<file path="src/rtl/multicycle_ctrl_if.sv">
// rtl/multicycle_ctrl_if.sv - bus bundle between multicycle_ctrl and its datapath and memories
//
// Purpose: groups every controller-facing signal of the 16-bit-instruction processor.
//          The master modport is the controller side, the slave modport is the
//          datapath/memory side.
// Ports (master view):
//   instr_addr  out PC_W     instruction address (= pc)
//   instr       in  16       instruction word, one cycle after instr_addr
//   rf_ra/rb/rc out 3        register read A / read B / write numbers
//   rf_re/we    out 1        register read / write strobes
//   rf_wdata    out DATA_W   register write data
//   rf_rdata_a/b in DATA_W   register read data, valid cycle after rf_re
//   alu_op      out 4        ALU function
//   alu_a/b     out DATA_W   ALU operands
//   alu_res     in  DATA_W   ALU result;  alu_flags in 4 {V,S,C,Z}
//   dm_addr     out DMEM_AW  data-memory address
//   dm_wdata    out DATA_W   data-memory write data
//   dm_rd/wr    out 1        data-memory strobes
//   dm_rdata    in  DATA_W   data-memory read data;  dm_ready in 1
//   sreg        out 4        status flags {V,S,C,Z}
//   halted      out 1        controller is in HALT
//   retired     out 1        one-cycle pulse per completed instruction
interface multicycle_ctrl_if #(
    parameter int DATA_W  = 8,
    parameter int PC_W    = 8,
    parameter int DMEM_AW = 7
);
    logic [PC_W-1:0]    instr_addr;
    logic [15:0]        instr;
    logic [2:0]         rf_ra;
    logic [2:0]         rf_rb;
    logic [2:0]         rf_rc;
    logic               rf_re;
    logic               rf_we;
    logic [DATA_W-1:0]  rf_wdata;
    logic [DATA_W-1:0]  rf_rdata_a;
    logic [DATA_W-1:0]  rf_rdata_b;
    logic [3:0]         alu_op;
    logic [DATA_W-1:0]  alu_a;
    logic [DATA_W-1:0]  alu_b;
    logic [DATA_W-1:0]  alu_res;
    logic [3:0]         alu_flags;
    logic [DMEM_AW-1:0] dm_addr;
    logic [DATA_W-1:0]  dm_wdata;
    logic               dm_rd;
    logic               dm_wr;
    logic [DATA_W-1:0]  dm_rdata;
    logic               dm_ready;
    logic [3:0]         sreg;
    logic               halted;
    logic               retired;

    modport master (
        output instr_addr, rf_ra, rf_rb, rf_rc, rf_re, rf_we, rf_wdata,
               alu_op, alu_a, alu_b, dm_addr, dm_wdata, dm_rd, dm_wr,
               sreg, halted, retired,
        input  instr, rf_rdata_a, rf_rdata_b, alu_res, alu_flags,
               dm_rdata, dm_ready
    );

    modport slave (
        input  instr_addr, rf_ra, rf_rb, rf_rc, rf_re, rf_we, rf_wdata,
               alu_op, alu_a, alu_b, dm_addr, dm_wdata, dm_rd, dm_wr,
               sreg, halted, retired,
        output instr, rf_rdata_a, rf_rdata_b, alu_res, alu_flags,
               dm_rdata, dm_ready
    );
endinterface

</file>
<file path="src/rtl/multicycle_ctrl.sv">
// rtl/multicycle_ctrl.sv - multi-cycle control unit for the 16-bit-instruction processor
//
// Purpose: owns pc, ir and the status flags and sequences register file, ALU,
//          data memory and instruction memory one instruction at a time.
// Ports:
//   clk  in  system clock, all state on rising edge
//   rst  in  synchronous active-high reset
//   bus  multicycle_ctrl_if.master, see the interface file for the signal list
module multicycle_ctrl #(
    parameter int DATA_W  = 8,
    parameter int PC_W    = 8,
    parameter int DMEM_AW = 7
) (
    input  logic              clk,
    input  logic              rst,
    multicycle_ctrl_if.master bus
);
    typedef enum logic [3:0] {
        FETCH, DECODE, READ, LATCH, EXEC, MEM, WB, NEXT, HALT
    } stateT;

    typedef enum logic [2:0] {
        KIND_ALU, KIND_LDI, KIND_MOVR, KIND_LD, KIND_ST, KIND_MOV, KIND_BR
    } kindT;

    function automatic kindT classify(input logic [15:0] w);
        kindT k;
        k = KIND_ALU;
        case (w[15:14])
            2'b00: k = KIND_ALU;
            2'b01: begin
                case (w[13:12])
                    2'b00:   k = KIND_LDI;
                    2'b01:   k = KIND_MOVR;
                    2'b10:   k = KIND_LD;
                    default: k = KIND_ST;
                endcase
            end
            2'b10:   k = KIND_BR;
            default: k = KIND_MOV;
        endcase
        return k;
    endfunction

    stateT              state, nextState;
    logic [PC_W-1:0]    pc;
    logic [15:0]        ir;
    logic [3:0]         sreg;
    logic [DATA_W-1:0]  rfWdata;
    logic [DATA_W-1:0]  dmWdata;
    logic [DMEM_AW-1:0] dmAddr;
    logic [DATA_W-1:0]  aluA, aluB;
    logic               memPhase;   // MOV only: 0 = read source, 1 = write destination

    logic               rfRe, rfWe, dmRd, dmWr;
    logic [2:0]         ra, rb, rc;
    logic               taken;

    // In DECODE the fresh word is still on bus.instr; ir only holds it from the next cycle on.
    kindT instrKind, irKind;
    assign instrKind = classify(bus.instr);
    assign irKind    = classify(ir);

    // Branch condition: sub-op 1000 is unconditional, 0xx0/0xx1 test sreg[xx] set/clear.
    always_comb begin
        taken = 1'b0;
        if (irKind == KIND_BR) begin
            if (ir[13:10] == 4'b1000) begin
                taken = 1'b1;
            end else if (!ir[13]) begin
                taken = sreg[ir[12:11]] ^ ir[10];
            end
        end
    end

    always_comb begin
        ra = 3'd0;
        rb = 3'd0;
        rc = 3'd0;
        case (irKind)
            KIND_ALU: begin
                ra = ir[9:7];
                rb = ir[6:4];
                rc = ir[3:1];
            end
            KIND_LDI:  rc = ir[2:0];
            KIND_MOVR: begin
                rc = ir[9:7];
                ra = ir[6:4];
            end
            KIND_LD: begin
                rb = ir[9:7];
                rc = ir[6:4];
            end
            KIND_ST:   ra = ir[2:0];
            default: ;
        endcase
    end

    always_ff @(posedge clk) begin
        if (rst) begin
            state <= FETCH;
        end else begin
            state <= nextState;
        end
    end

    always_comb begin
        nextState = state;
        rfRe      = 1'b0;
        rfWe      = 1'b0;
        dmRd      = 1'b0;
        dmWr      = 1'b0;
        case (state)
            FETCH:  nextState = DECODE;
            DECODE: begin
                case (instrKind)
                    KIND_LDI: nextState = WB;
                    KIND_MOV: nextState = MEM;
                    KIND_BR:  nextState = (bus.instr[13:10] == 4'b1111) ? HALT : NEXT;
                    default:  nextState = READ;
                endcase
            end
            READ: begin
                rfRe      = 1'b1;
                nextState = LATCH;
            end
            LATCH: begin
                case (irKind)
                    KIND_ALU:  nextState = EXEC;
                    KIND_MOVR: nextState = WB;
                    default:   nextState = MEM;
                endcase
            end
            EXEC: nextState = WB;
            MEM: begin
                // Strobe and address stay put until dm_ready closes the access.
                dmRd = (irKind == KIND_LD) || ((irKind == KIND_MOV) && !memPhase);
                dmWr = (irKind == KIND_ST) || ((irKind == KIND_MOV) && memPhase);
                if (bus.dm_ready) begin
                    if (irKind == KIND_LD) begin
                        nextState = WB;
                    end else if ((irKind == KIND_MOV) && !memPhase) begin
                        nextState = MEM;
                    end else begin
                        nextState = NEXT;
                    end
                end
            end
            WB: begin
                rfWe      = 1'b1;
                nextState = NEXT;
            end
            NEXT:    nextState = FETCH;
            HALT:    nextState = HALT;
            default: nextState = FETCH;
        endcase
    end

    always_ff @(posedge clk) begin
        if (rst) begin
            pc       <= '0;
            ir       <= '0;
            sreg     <= '0;
            rfWdata  <= '0;
            dmWdata  <= '0;
            dmAddr   <= '0;
            aluA     <= '0;
            aluB     <= '0;
            memPhase <= 1'b0;
        end else begin
            case (state)
                DECODE: begin
                    ir <= bus.instr;
                    case (instrKind)
                        KIND_LDI: rfWdata <= DATA_W'(bus.instr[10:3]);
                        KIND_ST:  dmAddr  <= DMEM_AW'(bus.instr[9:3]);
                        KIND_MOV: dmAddr  <= DMEM_AW'(bus.instr[13:7]);
                        default: ;
                    endcase
                end
                LATCH: begin
                    case (irKind)
                        KIND_ALU: begin
                            aluA <= bus.rf_rdata_a;
                            aluB <= bus.rf_rdata_b;
                        end
                        KIND_MOVR: rfWdata <= bus.rf_rdata_a;
                        KIND_LD:   dmAddr  <= DMEM_AW'(bus.rf_rdata_b);
                        KIND_ST:   dmWdata <= bus.rf_rdata_a;
                        default: ;
                    endcase
                end
                EXEC: rfWdata <= bus.alu_res;
                MEM: begin
                    if (bus.dm_ready) begin
                        if (irKind == KIND_LD) begin
                            rfWdata <= bus.dm_rdata;
                        end else if ((irKind == KIND_MOV) && !memPhase) begin
                            dmWdata  <= bus.dm_rdata;
                            dmAddr   <= DMEM_AW'(ir[6:0]);
                            memPhase <= 1'b1;
                        end else begin
                            memPhase <= 1'b0;
                        end
                    end
                end
                WB: begin
                    if (irKind == KIND_ALU) begin
                        sreg <= bus.alu_flags;
                    end
                end
                NEXT: pc <= taken ? PC_W'(ir[9:2]) : pc + PC_W'(1);
                default: ;
            endcase
        end
    end

    assign bus.instr_addr = pc;
    assign bus.rf_ra      = ra;
    assign bus.rf_rb      = rb;
    assign bus.rf_rc      = rc;
    assign bus.rf_re      = rfRe;
    assign bus.rf_we      = rfWe;
    assign bus.rf_wdata   = rfWdata;
    assign bus.alu_op     = ir[13:10];
    assign bus.alu_a      = aluA;
    assign bus.alu_b      = aluB;
    assign bus.dm_addr    = dmAddr;
    assign bus.dm_wdata   = dmWdata;
    assign bus.dm_rd      = dmRd;
    assign bus.dm_wr      = dmWr;
    assign bus.sreg       = sreg;
    assign bus.halted     = (state == HALT);
    assign bus.retired    = (state == NEXT);
endmodule

</file>
<file path="src/flat_wrapper.sv">
// flat-port wrapper written by rule: the top's interface ports become plain ports
module multicycle_ctrl_flat 
#(
    parameter int DATA_W  = 8,
    parameter int PC_W    = 8,
    parameter int DMEM_AW = 7
)
  (clk, rst, bus_instr_addr, bus_rf_ra, bus_rf_rb, bus_rf_rc, bus_rf_re, bus_rf_we, bus_rf_wdata, bus_alu_op, bus_alu_a, bus_alu_b, bus_dm_addr, bus_dm_wdata, bus_dm_rd, bus_dm_wr, bus_sreg, bus_halted, bus_retired, bus_instr, bus_rf_rdata_a, bus_rf_rdata_b, bus_alu_res, bus_alu_flags, bus_dm_rdata, bus_dm_ready);
  multicycle_ctrl_if #(.DATA_W(DATA_W), .PC_W(PC_W), .DMEM_AW(DMEM_AW)) bus_i ();
  input  logic clk;
  input  logic rst;
  output wire logic [$bits(bus_i.instr_addr)-1:0] bus_instr_addr;
  output wire logic [$bits(bus_i.rf_ra)-1:0] bus_rf_ra;
  output wire logic [$bits(bus_i.rf_rb)-1:0] bus_rf_rb;
  output wire logic [$bits(bus_i.rf_rc)-1:0] bus_rf_rc;
  output wire logic [$bits(bus_i.rf_re)-1:0] bus_rf_re;
  output wire logic [$bits(bus_i.rf_we)-1:0] bus_rf_we;
  output wire logic [$bits(bus_i.rf_wdata)-1:0] bus_rf_wdata;
  output wire logic [$bits(bus_i.alu_op)-1:0] bus_alu_op;
  output wire logic [$bits(bus_i.alu_a)-1:0] bus_alu_a;
  output wire logic [$bits(bus_i.alu_b)-1:0] bus_alu_b;
  output wire logic [$bits(bus_i.dm_addr)-1:0] bus_dm_addr;
  output wire logic [$bits(bus_i.dm_wdata)-1:0] bus_dm_wdata;
  output wire logic [$bits(bus_i.dm_rd)-1:0] bus_dm_rd;
  output wire logic [$bits(bus_i.dm_wr)-1:0] bus_dm_wr;
  output wire logic [$bits(bus_i.sreg)-1:0] bus_sreg;
  output wire logic [$bits(bus_i.halted)-1:0] bus_halted;
  output wire logic [$bits(bus_i.retired)-1:0] bus_retired;
  input wire logic [$bits(bus_i.instr)-1:0] bus_instr;
  input wire logic [$bits(bus_i.rf_rdata_a)-1:0] bus_rf_rdata_a;
  input wire logic [$bits(bus_i.rf_rdata_b)-1:0] bus_rf_rdata_b;
  input wire logic [$bits(bus_i.alu_res)-1:0] bus_alu_res;
  input wire logic [$bits(bus_i.alu_flags)-1:0] bus_alu_flags;
  input wire logic [$bits(bus_i.dm_rdata)-1:0] bus_dm_rdata;
  input wire logic [$bits(bus_i.dm_ready)-1:0] bus_dm_ready;
  assign bus_instr_addr = bus_i.instr_addr;
  assign bus_rf_ra = bus_i.rf_ra;
  assign bus_rf_rb = bus_i.rf_rb;
  assign bus_rf_rc = bus_i.rf_rc;
  assign bus_rf_re = bus_i.rf_re;
  assign bus_rf_we = bus_i.rf_we;
  assign bus_rf_wdata = bus_i.rf_wdata;
  assign bus_alu_op = bus_i.alu_op;
  assign bus_alu_a = bus_i.alu_a;
  assign bus_alu_b = bus_i.alu_b;
  assign bus_dm_addr = bus_i.dm_addr;
  assign bus_dm_wdata = bus_i.dm_wdata;
  assign bus_dm_rd = bus_i.dm_rd;
  assign bus_dm_wr = bus_i.dm_wr;
  assign bus_sreg = bus_i.sreg;
  assign bus_halted = bus_i.halted;
  assign bus_retired = bus_i.retired;
  assign bus_i.instr = bus_instr;
  assign bus_i.rf_rdata_a = bus_rf_rdata_a;
  assign bus_i.rf_rdata_b = bus_rf_rdata_b;
  assign bus_i.alu_res = bus_alu_res;
  assign bus_i.alu_flags = bus_alu_flags;
  assign bus_i.dm_rdata = bus_dm_rdata;
  assign bus_i.dm_ready = bus_dm_ready;
  multicycle_ctrl #(.DATA_W(DATA_W), .PC_W(PC_W), .DMEM_AW(DMEM_AW)) u_core (.clk(clk), .rst(rst), .bus(bus_i));
endmodule
</file>
<file path="config.mk">
export PLATFORM = sky130hd
export DESIGN_NAME = multicycle_ctrl_flat
export DESIGN_NICKNAME = d
export VERILOG_FILES = /design/src/rtl/multicycle_ctrl_if.sv /design/src/rtl/multicycle_ctrl.sv /design/src/flat_wrapper.sv
export SDC_FILE = /design/constraint.sdc
export NUM_CORES = 1
export LEC_CHECK = 0
export ABC_AREA = 1
export ABC_CLOCK_PERIOD_IN_PS = 2000
export CORE_MARGIN = 2
export CORE_UTILIZATION = 48
export CTS_CLUSTER_SIZE = 20
export DETAILED_ROUTE_END_ITERATION = 8
export PLACE_DENSITY = 0.89
export REMOVE_ABC_BUFFERS = 1
export SLEW_MARGIN = 25
export SYNTH_ARGS = -nofsm -noshare
export SYNTH_HDL_FRONTEND = slang
export SYNTH_SLANG_ARGS = --single-unit
</file>
<file path="constraint.sdc">
create_clock -name clk -period 2 [get_ports clk]
set_input_delay 0.2 -clock clk [delete_from_list [all_inputs] [get_ports clk]]
set_output_delay 0.2 -clock clk [all_outputs]
set_load 0.1 [all_outputs]
</file>
==> results.md, run 1 <==
- Post-Syn Instances: 613
- Die X: 97.21 um
- Worst path required time: between 1500 and 2000 ps
- R2r endpoint: u_core.bus.rf_wdata[0]$_SDFFE_PP0P_
- Setup violations, final: 26
- Sequential area share after synthesis: 34.56%
- Outcome: complete, but fails checks
- Most frequent cells in the layout: nand2_1, buf_4, nand3_1, dfxtp_1, inv_1
- Iteration-0 DRC Markers: 413
- Layout cells sized above 1: 29.23%
- Slew Viols, Final: 0
- Post-route non-filler standard cell count: 871
- Worst r2r src: u_core.ir[13]$_SDFFE_PP0P_
- PwrDens: 1698 nW/um2
- GRT overflow: 0
- YS warnings: 0
- Pleak: between 2 and 3 nW
- Critical path fanouts, max: 5
- Die area: 9450 um2
- Diode count: 0
- Die Height: approximately 100 um
- Clock Tree Buf Depth: 2
- P&R area growth vs syn: 50.53%
- Max VDD drop: about 0.99 mV
- Top cells by area, synth: dfxtp_1, nand2_1, nand3_1, a21oi_1, o21ai_0
- Nature of the critical path endpoint: primary output
- FMAX: 452.3 MHz
- Post-synthesis compound-gate area fraction: 18.45%
- R2R setup slack: -40 ps
- Remaining antenna violation count: 0
- CP Launch Type: flop
- Hold Vio Cnt, Final: 0
- Rows: 34
- Post-Syn Area per Cell: just under 7 um2
- Hold endpoint: u_core.bus.alu_b[7]$_SDFFE_PP0P_
- Dominant cell type by area after synthesis: dfxtp_1
- I/O pin count: 125
- PortBufs: 124
- Final worst-path cycle share: 110.5%
- Post-synth top area share: 34.56%
- Max cap viols: 0
- Netlist Area Pre-Place: between 4000 and 5000 um2
- Fin Clk Skew: 17.42 ps
- FILL cells: 613
- Final Critical Period: 2211 ps
- Post-Synth XOR/XNOR Area: 1.050%
- Worst-Skew Late Latency: 360 ps
- Gpl congestion: 0.9243
- Netlist cell types: 37
- Arrival time worst endpoint: about 2000 ps
- DRT Wirelength: 14960 um
- Synth Area in Adders: 2.100%
- Core Box Area: roughly 8600 um2
- Slew margin rel.: 70.25%
- Global-route wire length before repair: 23150 um
- DR vias: 4970
- Slew @ Worst Pin: 442.9 ps
- Hold Crit Start: bus_rf_rdata_b[7]
- Placed insts: 837
- Clk root buf: clkbuf_8
- TritonCTS clock tree: built
- Simple-gate share of the synthesized area: between 30% and 40%
- Synth async-reset ratio: 0%
- Area of the multi-input gates: 2529 um2
- Clock Pin Slew Worst Setup and Hold Paths: approximately 90 ps
- Failing checks: setup timing
- Post-synth top flop: dfxtp_1
- Via-per-instance ratio: 5.706
- Starting Density: between 40% and 50%
- Main combinational cell family by area after synthesis: simple AND/OR/NAND/NOR gates
- Drc violations: 0
- Mux cell area share after synthesis: 0%
- Wire per inst: around 17 um
- R2R depth: 10
- Final net count: 820
- Hold path cells: 3
- HP Class: primary input to flop
- RSZ-0062 raised after global routing: yes
- FF/Latch Area: 1451 um2
- Hold WS: 403.7 ps
- Vias in the first global route: 4757
- EDFF count, synth: 0
- Dpl hpwl: 10180 um
- Initial antenna violation count: 0
- Num CTS Buffers: 9
- Setup CP Type: flop to primary output
- Pin count of the biggest net entering global routing: 33
- DR pass1 iterations: 5
- Commonest non-fill, non-tap cell in the layout: nand2_1
- Synth Register Bits: 72
- GRT Resource Usage Total: 29.90%
- H-Tree Level Count: 3
- Clock sinks: 72
- Setup ws final: -210.8 ps
==> report_power, final <==
part	leakage (nW)	switching, mW	total [mW]	internal [mW]
logic	1.93	4.97	7.17	2.19
registers	0.590	0.349	2.16	1.81
clock network	0.114	0.618	1.33	0.715
==> synthesized netlist by cell type, types with 2 or more instances <==
library cell	number
o21ai_0	55
xnor2_1	4
nand3_1	71
a22oi_1	3
o2bb2ai_1	8
nor3_1	4
clkbuf_1	20
nand2_1	111
nand4_1	2
nor2_2	38
inv_1	70
nor2_8	2
nand3_2	2
buf_4	5
nor2_4	4
nor2_1	42
o22ai_1	4
buf_2	4
nand3b_1	2
dfxtp_1	72
o221ai_1	6
buf_6	2
ha_1	7
inv_2	3
a21oi_1	58
nand2_2	3
==> final cells by class <==
type,count,area share (%)
Multi-Input combinational cell,436,40.28
Timing Repair Buffer,165,26.03
Sequential cell,72,23.12
Inverter,74,4.784
Tap cell,108,2.153
Clock buffer,9,1.973
Clock inverter,7,1.654
==> worst max-delay path, cell delays in order (launching register included) <==
cell      delay (ps)
dfxtp_4          380
ha_1             220
a21oi_4          250
nand2_4          130
nor2_8           160
buf_6            150
nand2_4           60
o221ai_4          80
buf_12           210
==> worst max-delay path by stage <==
stage / start / to / slack (ps)
6_report: u_core.ir[13]$_SDFFE_PP0P_ / bus_rf_ra[0] / -210
5_1_grt: u_core.ir[13]$_SDFFE_PP0P_ / bus_rf_rc[1] / -240
4_1_cts: u_core.ir[12]$_SDFFE_PP0P_ / bus_rf_rc[1] / -170
3_5_place_dp: u_core.ir[13]$_SDFFE_PP0P_ / u_core.bus.dm_wdata[2]$_SDFFE_PP0P_ / -120
3_3_place_gp: u_core.ir[12]$_SDFFE_PP0P_ / bus_rf_ra[2] / 9
2_1_floorplan: u_core.ir[12]$_SDFFE_PP0P_ / bus_rf_rc[0] / -1750
==> sequential cells by signal, indices dropped and copies added (netlist names) <==
register / flops
u_core.bus.sreg: 4
u_core.bus.rf_wdata: 8
u_core.memPhase: 1
u_core.bus.dm_wdata: 8
u_core.bus.instr_addr: 8
u_core.state: 4
u_core.bus.alu_a: 8
u_core.bus.alu_b: 8
u_core.ir: 16
u_core.bus.dm_addr: 7
==> cells by family after synthesis <==
| family | count (synthesis) |
|---|---|
| adders and majority gates | 7 |
| DFF | 72 |
| and+or+nand+nor | 285 |
| buffers and inverters | 106 |
| AOI/OAI and AO/OA | 138 |
| xor gates and xnor gates | 5 |
==> layer usage <==
layer  vias up  part of all wire (%)  track usage [%]
met5         -                     0                0
met4         0                   3.7            13.68
met3        52                   8.6            6.403
met2       293                    49            51.55
met1      2324                    39            35.62
li1       2301                     -                -
==> timing repair <==
item                       in CTS  in global routing
setup buffers                  11                  6
hold buffers                    0                  0
setup endpoints to repair      19                 51
cloned                          0                  1
pin swaps                      10                 12
gates resized for setup        46                 23
==> metrics by stage <==
stage | utilization, % | instance area (um2) | power (mW) | setup WS (ps) | setup TNS, ps
floorplan | - | 3995 | 6.472 | -1749 | -46030
global placement | 65.66 | 5614 | 8.326 | 9.487 | 0
detailed placement | 65.66 | 5614 | 8.446 | -121.7 | -1484
CTS | 72.02 | 6158 | 10.28 | -173.0 | -1312
global route | 73.41 | 6277 | 11.08 | -238.4 | -3295
finish | 73.41 | 6277 | 10.66 | -210.8 | -1973
No activity file was read; power rests on OpenSTA's default activity.
==> inputs of run 2 (changes only) <==
--- a/config.mk
+++ b/config.mk
@@ -11,7 +11,7 @@
 export CORE_UTILIZATION = 48
 export CTS_CLUSTER_SIZE = 20
 export DETAILED_ROUTE_END_ITERATION = 8
-export PLACE_DENSITY = 0.89
+export PLACE_DENSITY = 0.85
 export REMOVE_ABC_BUFFERS = 1
 export SLEW_MARGIN = 25
 export SYNTH_ARGS = -nofsm -noshare
==> run 2 against run 1 <==
Effect of this change: the run still ends with setup timing left; core utilization is 0.44 points higher; fmax is 1.3% higher; total power is 0.96% lower; sequential power hardly changed; setup slack better by 29 ps; worst hold slack better by 28 ps; first-iteration DRC count is 13% higher; die area stayed put; via count is 1.3% lower; final area is 0.60% higher; register-to-register slack worse by 20 ps; largest cell class unchanged.
==> results.md, run 2 (synthesized netlist as in run 1, its figures left out) <==
- Outcome: complete, but fails checks
- Failing checks: setup timing
- Final worst-path cycle share: 109.1% (-1.4 points)
- Remaining antenna violation count: 0 (unchanged)
- Worst r2r src: u_core.ir[13]$_SDFFE_PP0P_
- P&R area growth vs syn: 51.43%
- Post-route non-filler standard cell count: 872 (+0.11%)
- Fin Clk Skew: 10.49 ps (-6.927 ps)
- Wire per inst: 16.81 um (-2.2%)
- Vias in the first global route: 4482 (-5.8%)
- H-Tree Level Count: 3 (unchanged)
- Starting Density: 48.77% (unchanged)
- Setup WS pre-CTS: -45.15 ps (+76.57 ps)
- Area of the multi-input gates: 2577 um2 (+1.9%)
- Final Critical Period: 2182 ps (-28.62 ps)
- Global-route wire length before repair: 21310 um (-8.0%)
- DRT Wirelength: 14660 um (-2.0%)
- GRT overflow: 0 (unchanged)
- R2R setup slack: -60 ps (-20 ps)
- DR vias: 4906 (-1.3%)
- Slew Viols, Final: 0 (unchanged)
- Core Box Area: 8551 um2 (unchanged)
- Pwr Total: 10.56 mW (-0.96%)
- Clock Tree Buf Depth: 2 (unchanged)
- Hold path cells: 3 (unchanged)
- TritonCTS clock tree: built
- GRT Resource Usage Total: 27.57% (-2.3 points)
- Num CTS Buffers: 9 (unchanged)
- Hold WS: 431.4 ps (+27.70 ps)
- Die X: 97.21 um (unchanged)
- DR pass1 iterations: 7 (+2)
- Slew @ Worst Pin: 548.4 ps (+105.6 ps)
- Gpl congestion: 0.9496 (+2.7%)
- Worst-Skew Late Latency: 360 ps (about the same)
- HP Class: primary input to flop
- FILL cells: 617 (+0.65%)
- Max VDD drop: 0.9747 mV (-1.6%)
- Dpl cell area: 5632 um2 (+0.31%)
- Biggest register: u_core.ir
- Clock sinks: 72 (unchanged)
- CP Launch Type: flop
- Setup CP Type: flop to primary output
- Clock Pin Slew Worst Setup and Hold Paths: 70 ps (-20 ps)
- Most frequent cells in the layout: nand2_1, buf_4, dfxtp_1, nand3_1, inv_1
- Drc violations: 0 (unchanged)
- R2R depth: 14 (+4)
- Initial antenna violation count: 0 (unchanged)
- Dpl hpwl: 10010 um (-1.7%)
- Clk root buf: clkbuf_8
- PortBufs: 124 (unchanged)
- Layout cells sized above 1: 29.84% (+0.62 points)
- Die Height: 97.21 um (unchanged)
- Hold Vio Cnt, Final: 0 (unchanged)
- Worst path required time: 1800 ps (about the same)
- Pin count of the biggest net entering global routing: 33 (unchanged)
- Final net count: 822 (+0.24%)
- Setup ws final: -182.2 ps (+28.62 ps)
- Diode count: 0 (unchanged)
- Setup TNS: -1939 ps (+33.95 ps)
- Slew margin rel.: 63.35% (-6.9 points)
- Final Instance Area: 6315 um2 (+0.60%)
- Commonest non-fill, non-tap cell in the layout: nand2_1
- Pleak: 2.618 nW (-0.69%)
- Rows: 34 (unchanged)
- Die area: 9450 um2 (unchanged)
- Nature of the critical path endpoint: primary output
- Hold endpoint: u_core.bus.sreg[3]$_SDFFE_PP0P_
- Core Util, Final: 73.85% (+0.44 points)
- PwrDens: 1672 nW/um2 (-1.5%)
- Iteration-0 DRC Markers: 467 (+13%)
- Largest register FFs: 16 (unchanged)
- Via-per-instance ratio: 5.626 (-1.4%)
- Critical path fanouts, max: 6 (+1)
- Hold Crit Start: bus_alu_flags[3]
- I/O pin count: 125 (unchanged)
- RSZ-0062 raised after global routing: yes
- Max cap viols: 0 (unchanged)
- R2r endpoint: u_core.bus.rf_wdata[0]$_SDFFE_PP0P_
- Setup violations, final: 19 (-27%)
- Arrival time worst endpoint: 1980 ps (-30 ps)
- FF/Latch Area: 1451 um2 (unchanged)
- FMAX: 458.2 MHz (+1.3%)
- Placed insts: 841 (+0.48%)
[run 2: timing repair]
action | 4_1_cts | 5_1_grt
setup endpoints to repair | 19 | 35
hold buffers | 0 | 0
resized for setup | 41 | 38
gates cloned | 0 | 1
pin swaps | 9 | 11
buffers inserted | 8 | 8
[run 2: worst max-delay path by stage]
stage | start | to | slack (ps) | depth (start not counted)
global placement | bus_instr[12] | u_core.bus.rf_wdata[7]$_SDFFE_PP0P_ | -5 | 12
floorplan | u_core.ir[12]$_SDFFE_PP0P_ | bus_rf_rc[0] | -1750 | 8
detailed placement | bus_instr[12] | u_core.bus.rf_wdata[3]$_SDFFE_PP0P_ | -50 | 12
CTS | u_core.ir[13]$_SDFFE_PP0P_ | bus_rf_rc[2] | -160 | 9
global route | u_core.ir[13]$_SDFFE_PP0P_ | bus_rf_ra[0] | -240 | 10
finish | u_core.ir[13]$_SDFFE_PP0P_ | bus_rf_ra[0] | -180 | 10
[run 2: critical path, cell delays in order (launching register included)]
cell	delay, ps
dfxtp_4	390
inv_4	40
ha_4	270
nand3_4	70
nand2_4	130
nand2_8	80
nor2_8	150
buf_4	140
nand2_2	60
o221ai_4	80
buf_12	210
[run 2: report_power, final]
group,internal (mW),switching [mW]
combinational,2.24,4.99
clock,0.600,0.562
sequential,1.81,0.349
[run 2: routing by layer]
metal | wire length [um] | GRT usage [%]
met5 | 0 | 0
met4 | 593 | 11.00
met3 | 1139 | 6.187
met1 | 5722 | 32.87
met2 | 7202 | 48.13
[run 2: area by class of cell]
| cell class | count | area share [%] |
|---|---|---|
| clock buffers | 10 | 2.180 |
| clock inverters | 5 | 0.9114 |
| inverters | 74 | 4.735 |
| multi-input cells | 436 | 40.82 |
| flip-flops and latches | 72 | 22.98 |
| well taps | 108 | 2.140 |
| repair buffers | 167 | 26.23 |
